## src/rtl/nr_pkg.sv

```systemverilog
// Shared types and constants for the Newton-Raphson sigmoid reciprocal refinement.
// Q4.16 data: 4 integer bits, 16 fractional bits, unsigned.
package nr_pkg;

  localparam int W        = 20;
  localparam int FRAC     = 16;
  localparam int MAX_ITER = 4;
  localparam int CNT_W    = 3;

  typedef logic [W-1:0] q4_16_t;

  typedef enum logic [1:0] {
    IDLE = 2'd0,
    ITER = 2'd1,
    HOLD = 2'd2
  } nr_state_e;

  localparam q4_16_t ONE_Q = 20'h10000;

  // Requested iteration counts above MAX_ITER are silently limited to it.
  function automatic logic [CNT_W-1:0] clamp_iter(input logic [CNT_W-1:0] iter);
    if (iter > CNT_W'(MAX_ITER)) begin
      return CNT_W'(MAX_ITER);
    end
    return iter;
  endfunction

endpackage

```

## src/rtl/nr_step.sv

```systemverilog
// One combinational Newton-Raphson step for the reciprocal of (1 + e):
//   y' = 2y - y^2 * (1 + e), computed exactly on wide unsigned products.
// With NR_SAT_EN defined, a negative step result is forced to 0 and flagged
// through sat; otherwise the wrapped slice passes through and sat stays 0.
module nr_step
  import nr_pkg::*;
(
  input  q4_16_t y,
  input  q4_16_t e,
  output q4_16_t result,
  output logic   sat
);

  logic [2*W-1:0] sq;
  logic [W:0]     d;
  logic [3*W-1:0] t;
  logic [3*W-1:0] y_shift;
  logic [3*W-1:0] r;
  q4_16_t         slice;
  logic           step_unused;

  // Exact products: y^2 is Q8.32, times (1+e) gives Q.48, and 2y is lined up
  // with that Q.48 scaling before the subtraction wraps in 3W bits.
  always_comb begin
    sq      = (2*W)'(y) * (2*W)'(y);
    d       = (W+1)'(ONE_Q) + (W+1)'(e);
    t       = (3*W)'(sq) * (3*W)'(d);
    y_shift = (3*W)'(y) << (2*FRAC + 1);
    r       = y_shift - t;
  end

  assign slice = r[W+2*FRAC-1 : 2*FRAC];

`ifdef NR_SAT_EN
  assign result = r[3*W-1] ? '0 : slice;
  assign sat    = r[3*W-1];
`else
  assign result = slice;
  assign sat    = 1'b0;
`endif

  // Truncated fraction bits and the top guard bits are dropped by design.
  assign step_unused = ^{r[3*W-1 : W+2*FRAC], r[2*FRAC-1:0]};

endmodule

```

## src/rtl/nr_iter_seq.sv

```systemverilog
// Iterative Newton-Raphson refinement sequencer for the sigmoid reciprocal stage.
// Takes a PWL estimate y0 and e^-x, applies a single shared NR step for up to
// MAX_ITER cycles, then presents the refined Q4.16 result on a valid/ready port.
// Optional feature macro: NR_SAT_EN (clamp negative step results to 0, report out_sat).
module nr_iter_seq
  import nr_pkg::*;
(
  input  logic             clk,
  input  logic             rst_n,
  input  logic             in_valid,
  output logic             in_ready,
  input  q4_16_t           in_pwl,
  input  q4_16_t           in_exp,
  input  logic [CNT_W-1:0] in_iter,
  output logic             out_valid,
  input  logic             out_ready,
  output q4_16_t           out_y,
  output logic             out_sat,
  output logic             busy
);

  nr_state_e        state;
  q4_16_t           y_reg;
  q4_16_t           e_reg;
  logic [CNT_W-1:0] cnt;
  logic             sat_reg;

  q4_16_t           step_y;
  logic             step_sat;
  logic [CNT_W-1:0] iter_clamped;

  assign iter_clamped = clamp_iter(in_iter);

  nr_step u_step (
    .y      (y_reg),
    .e      (e_reg),
    .result (step_y),
    .sat    (step_sat)
  );

  // Sequencer: capture in IDLE, refine once per cycle in ITER, present in HOLD.
  always_ff @(posedge clk or negedge rst_n) begin
    if (!rst_n) begin
      state     <= IDLE;
      y_reg     <= '0;
      e_reg     <= '0;
      cnt       <= '0;
      sat_reg   <= 1'b0;
      in_ready  <= 1'b1;
      out_valid <= 1'b0;
      busy      <= 1'b0;
    end else begin
      case (state)
        IDLE: begin
          if (in_valid) begin
            y_reg    <= in_pwl;
            e_reg    <= in_exp;
            cnt      <= iter_clamped;
            sat_reg  <= 1'b0;
            in_ready <= 1'b0;
            busy     <= 1'b1;
            if (iter_clamped == '0) begin
              state     <= HOLD;
              out_valid <= 1'b1;
            end else begin
              state <= ITER;
            end
          end
        end
        ITER: begin
          y_reg   <= step_y;
          sat_reg <= sat_reg | step_sat;
          cnt     <= cnt - 1'b1;
          if (cnt == CNT_W'(1)) begin
            state     <= HOLD;
            out_valid <= 1'b1;
          end
        end
        HOLD: begin
          if (out_ready) begin
            state     <= IDLE;
            out_valid <= 1'b0;
            busy      <= 1'b0;
            in_ready  <= 1'b1;
          end
        end
        default: begin
          state     <= IDLE;
          out_valid <= 1'b0;
          busy      <= 1'b0;
          in_ready  <= 1'b1;
        end
      endcase
    end
  end

  assign out_y   = y_reg;
  assign out_sat = sat_reg;

endmodule
```

## config.mk

```make
export PLATFORM = sky130hd
export DESIGN_NAME = nr_iter_seq
export DESIGN_NICKNAME = d
export VERILOG_FILES = /design/src/rtl/nr_pkg.sv /design/src/rtl/nr_step.sv /design/src/rtl/nr_iter_seq.sv
export SDC_FILE = /design/constraint.sdc
export NUM_CORES = 2
export LEC_CHECK = 0
export CORE_MARGIN = 8
export CORE_UTILIZATION = 60
export DETAILED_ROUTE_END_ITERATION = 12
export PLACE_DENSITY_LB_ADDON = 0.08
export SLEW_MARGIN = 20
export SYNTH_ARGS = -nofsm -noshare
export SYNTH_HDL_FRONTEND = slang
export SYNTH_SLANG_ARGS = --single-unit
export TNS_END_PERCENT = 50
```

## constraint.sdc

```tcl
create_clock -name clk -period 15.5 [get_ports clk]
set_input_delay 4.65 -clock clk [delete_from_list [all_inputs] [get_ports clk]]
set_output_delay 4.65 -clock clk [all_outputs]
set_load 0.02 [all_outputs]
```

# == Yosys cells after proc, flatten, opt, wreduce, memory -nomap -nowiden ==
# Index checks and enable logic that the tools add are counted.
# word_totals
regBits,48
n_memories,0
latchBits,0
ramBits,0
inputBits,47
rom_bits,0
# classes
mux,22
magnitude_cmp,1
n_mul,2
add_sub_neg,3
shift,0
div_mod_pow,0
eq_ne,7
reduce_logical,8
bitwise,1
# op_table
operator,count
$mul A40 B21 Y52,1
$sub A52 B52 Y52,1
$mul A20 B20 Y40,1
$pmux W20 S2,1
$add A17 B20 Y21 const A,1
$mux W20,1
$mux W3,3
$pmux W1 S3,3
$mux W1,8
$mux W2,4
$ne A2 B2 Y1 const B,4
$pmux W2 S3,1
$pmux W3 S2,1
$reduce_and A3 Y1,2
$reduce_and A2 Y1,2
$reduce_and A4 Y1,1
$eq A3 B1 Y1 const B,1
$gt A3 B3 Y1 const B,1
$logic_not A3 Y1,1
$sub A3 B1 Y3 const B,1
$eq A2 B1 Y1 const B,1
$eq A2 B2 Y1 const B,1
$logic_not A2 Y1,1
$reduce_bool A2 Y1,1
$not A1 Y1,1

# == Longest topological paths before layout ==
# logic_depth
depth_word,7
depth_mapped,57

# == Hierarchy ==
# Synthesis repeated with hierarchy kept, for this count alone.
# unflattened
cells_unflattened,4139
hier_area_um2,37966.4
# by_module_without_submodules
mod,area_per_inst_um2,cells_each,n_inst,seq_area_each_um2
nr_step,35733.0,3955,1,0.0
nr_iter_seq,2233.4,184,1,1227.4

# == Worst setup path after synthesis ==
# No wires, ideal clock.
# synth_path
path_kind,flip-flop to flip-flop
start,"register y_reg[8], in the netlist out_y[8]"
end,"register y_reg[19], in the netlist out_y[19]"
setup_time_ps,118
path_slack_ps,1970
arrival_time_ps,13412
path_stages_with_launch,52
cell_sequence,dfrtp_1 -> clkbuf_1 -> clkbuf_1 -> nand2_1 -> fa_1 -> inv_1 -> fa_1 -> inv_1 -> fa_1 -> inv_1 -> fa_1 -> inv_1 -> fa_1 -> inv_1 -> fa_1 -> fa_1 -> ha_1 -> or3_1 -> [... 16 more ...] -> fa_1 -> fa_1 -> inv_1 -> fa_1 -> inv_1 -> ha_1 -> nand2_1 -> nor2_1 -> a2111oi_1 -> a2111o_1 -> a21oi_1 -> a211o_1 -> a31oi_1 -> o21a_1 -> o2111ai_1 -> o31ai_1 -> xnor2_1 -> a21o_1
# synth_via
elab_chain_cells,4
# synth_rtl
item,line_no,text
from (decl),nr_iter_seq.sv:23,q4_16_t y_reg;
from (signal assigned),nr_iter_seq.sv:56,y_reg <= in_pwl;
from (signal assigned),nr_iter_seq.sv:71,y_reg <= step_y;
$mul A20 B20 Y40,nr_step.sv:25,sq = (2*W)'(y) * (2*W)'(y);
$mul A40 B21 Y52,nr_step.sv:27,t = (3*W)'(sq) * (3*W)'(d);
$sub A52 B52 Y52 (*),nr_step.sv:29,r = y_shift - t;
$pmux W20 S2 (*),nr_iter_seq.sv:53,case (state)
# Mark *: on every way between the ends. The rest lies on a longest branch, timed or not.
# A chain may end at the register's enable or synchronous reset.

# == Final worst setup path ==
# layout_path
start,"register y_reg[3], in the netlist out_y[3]"
end,"register y_reg[19], in the netlist out_y[19]"
# Same word-level chain as after synthesis.

==> flow_summary_export.csv <==
group,metric,value,unit
yosys,yosys.area.top_type,"fa_1",
sta,skew,0.0185,ns
route,drc,0,
yosys,synth.area.top_cells,"fa_1, ha_1, inv_1",
cells_and_area,syn_to_final_growth,4.96,%
route,drtIter0Drc,1559,
route,wl_per_cell,20.8,um
sta,slew_headroom,0.294,
global_route,overflow,0,
setup_path,path_class,"reg2reg",
clock_network,root_buffer,"clkbuf_16",
route,drt-met1-wl,39400,um
sta,hold_viol,0,
yosys,synth_area,37900,um2
setup_path,cp.depth,49,
sta,tns,0,ns
flow_run,cap_violations,0,
yosys,synth_nets,5447,
clock_network,post_cts_buffers,0,
cells_and_area,drive_gt1_frac,0.0406,
sta,setup_viol,0,
setup_path,crit_path_max_fanout,24,
global_route,antenna_found_initial,3,
yosys,synthArstFlopShare,1.00,
route,dr.max_layer_used,"met5",
setup_path,startpoint,"out_y[3]",
setup_path,r2r_setup_slack,0.86,ns
setup_path,startpoint_type,"flip-flop",
yosys,synth_ff_type,"dfrtp_1",
setup_path,path_common_cell,"fa_1",
setup_path,critical_path.max_stage_delay,1.02,ns
cells_and_area,multi_input_area,32300,um2
global_route,grt_usage,0.306,
clock_network,clkSinkCount,48,
placed_design,portBuffers,69,
clock_network,cts_tree,"built",
clock_network,ctsHoldBuffers,0,
clock_network,numCtsBuffers,5,
global_route,grt_max_degree,49,
route,drt_first_pass_iters,5,
setup_path,critPathBufInv,10,
clock_network,cts_resized,0,
setup_path,r2r-end,"out_y[19]",
setup_path,crit_path_end_kind,"flip-flop",
setup_path,cpMaxStageDelayCell,"dfrtp_1",
yosys,yosysSeqAreaShare,0.0318,
route,viasPerCell,5.50,
die,core_area,62700,um2
setup_path,crit_path_end,"out_y[19]",
route,routed-via-count,27000,
yosys,synth_common_cells,"inv_1, fa_1, nand2_1",
clock_network,cts_buffer_depth,2,
yosys,synth_edf_count,0,
setup_path,r2r_start,"out_y[3]",
placed_design,gp_congestion,0.940,
setup_path,required,15.73,ns
worst_hold_path,hold_path_class,"reg2reg",
sta,grt_setup_unrepaired,"no",
sta,fmax,68.3,MHz
die,die_w,267,um
die,start_util,0.603,
clock_network,htreeDepth,2,
die,die_h,267,um
route,drt.antenna.violating_nets,0,
sta,slew_violations,0,
global_route,grt_first_pass_wirelength,168000,um
yosys,synth.top_cell.area_share,0.510,
placed_design,dpl.hpwl,82400,um
route,met3WireLength,6290,um
cells_and_area,nFillCells,5457,
die,die_area,71400,um2
sta,worst_slew_pin_slew,1.06,ns
route,drt_wl_total,102000,um
yosys,synth_cells,4120,
run_status,outcome,"finished clean",
cells_and_area,finalNetCount,5389,
yosys,avgSynthCellArea,9.19,um2
yosys,synth_cell_types,81,
route,wl_met2,52000,um
setup_path,reg2reg_depth,49,
sta,min_period_over_period,0.944,
die,io_pins,71,
setup_path,crit_arrival,14.87,ns
global_route,first_global_vias,30700,
sta,layout_min_cycle_time,14.64,ns
clock_network,clkTransAtPathRegs,0.10,ns
cells_and_area,seqCellArea,1210,um2
die,rows,92,
yosys,yosysWarningCount,0,
clock_network,clock_latency,0.35,ns
yosys,yosys_register_bits,48,
yosys,yosysMostFrequentCell,"inv_1",
setup_path,cpLargestDelayFamily,"adder cells",
-- through the flow --
stage	utilization	hold slack [ns]	instance area [um2]	cells	setup WS [ns]
CTS	0.633	0.503	39700	4909	0.731
detailed placement	0.630	0.480	39600	4901	0.787
finish	0.633	0.500	39700	4911	0.862
global route	0.633	0.519	39700	4909	0.0627
floorplan	-	0.460	37900	4120	1.97
global placement	0.630	0.477	39600	4901	1.02
-- cells in the final DEF, fill, tap and decap left out, types with 7 or more instances in the layout --
cell type / Yosys / final
o21ai_1: 8 / 8
dfrtp_1: 47 / 40
clkdlybuf4s50_1: 0 / 68
o21bai_1: 14 / 14
xnor2_2: 0 / 14
nand3_1: 22 / 22
mux2i_1: 10 / 10
ha_1: 316 / 315
dfrtp_2: 0 / 7
inv_1: 1010 / 1010
mux2_2: 24 / 24
nand2b_1: 34 / 34
a21o_1: 35 / 35
and3_1: 8 / 7
nand2_1: 546 / 546
nor2_1: 102 / 102
nor2b_1: 41 / 39
nor3_1: 12 / 12
a21oi_1: 79 / 79
o21a_1: 8 / 8
and2_1: 385 / 385
a211oi_1: 15 / 15
xnor2_1: 57 / 42
xor2_1: 36 / 30
buf_4: 1 / 72
nand4_1: 8 / 8
fa_1: 964 / 964
o21ai_0: 39 / 39
-- cell families (layout without fill, tap and decap cells) --
logic type               Yosys count  after routing  synth area share
AO/OA/AOI/OAI                    259            259            0.0467
flip-flops                        48             48            0.0318
adder cells (fa/ha/maj)         1281           1281             0.615
other                              1              3         0.0000991
AND/OR/NAND/NOR                 1180           1180             0.152
multiplexers                      35             35            0.0101
buffers and inverters           1220           1163             0.122
XOR/XNOR                          96             96            0.0234
-- cell type report --
cell class / instances / area share
clock inverters: 3 / 0.00117
well taps: 846 / 0.0266
inverters: 1014 / 0.0958
repair buffers: 141 / 0.0309
clock buffers: 5 / 0.00315
diodes: 2 / 0.000126
multi-input cells: 2852 / 0.812
flip-flops and latches: 48 / 0.0305
-- layer usage --
layer | vias to the layer above | GRT usage
li1 | 11900 | -
met1 | 14000 | 0.375
met2 | 923 | 0.540
met3 | 252 | 0.0454
met4 | 2 | 0.123
met5 | - | 0
-- worst min-delay path by stage --
stage,from,endpoint,slack [ns],cells after the start
2_1_floorplan,cnt[1],cnt[1],0.46,1
6_report,cnt[1],cnt[1],0.50,1
3_5_place_dp,cnt[1],cnt[1],0.48,1
5_1_grt,cnt[1],cnt[1],0.52,1
4_1_cts,cnt[1],cnt[1],0.50,1
3_3_place_gp,cnt[1],cnt[1],0.48,1
Power is left out: the tool's default activity adds up to more than one toggle a clock period on the data nets, which glitch-free logic cannot reach.
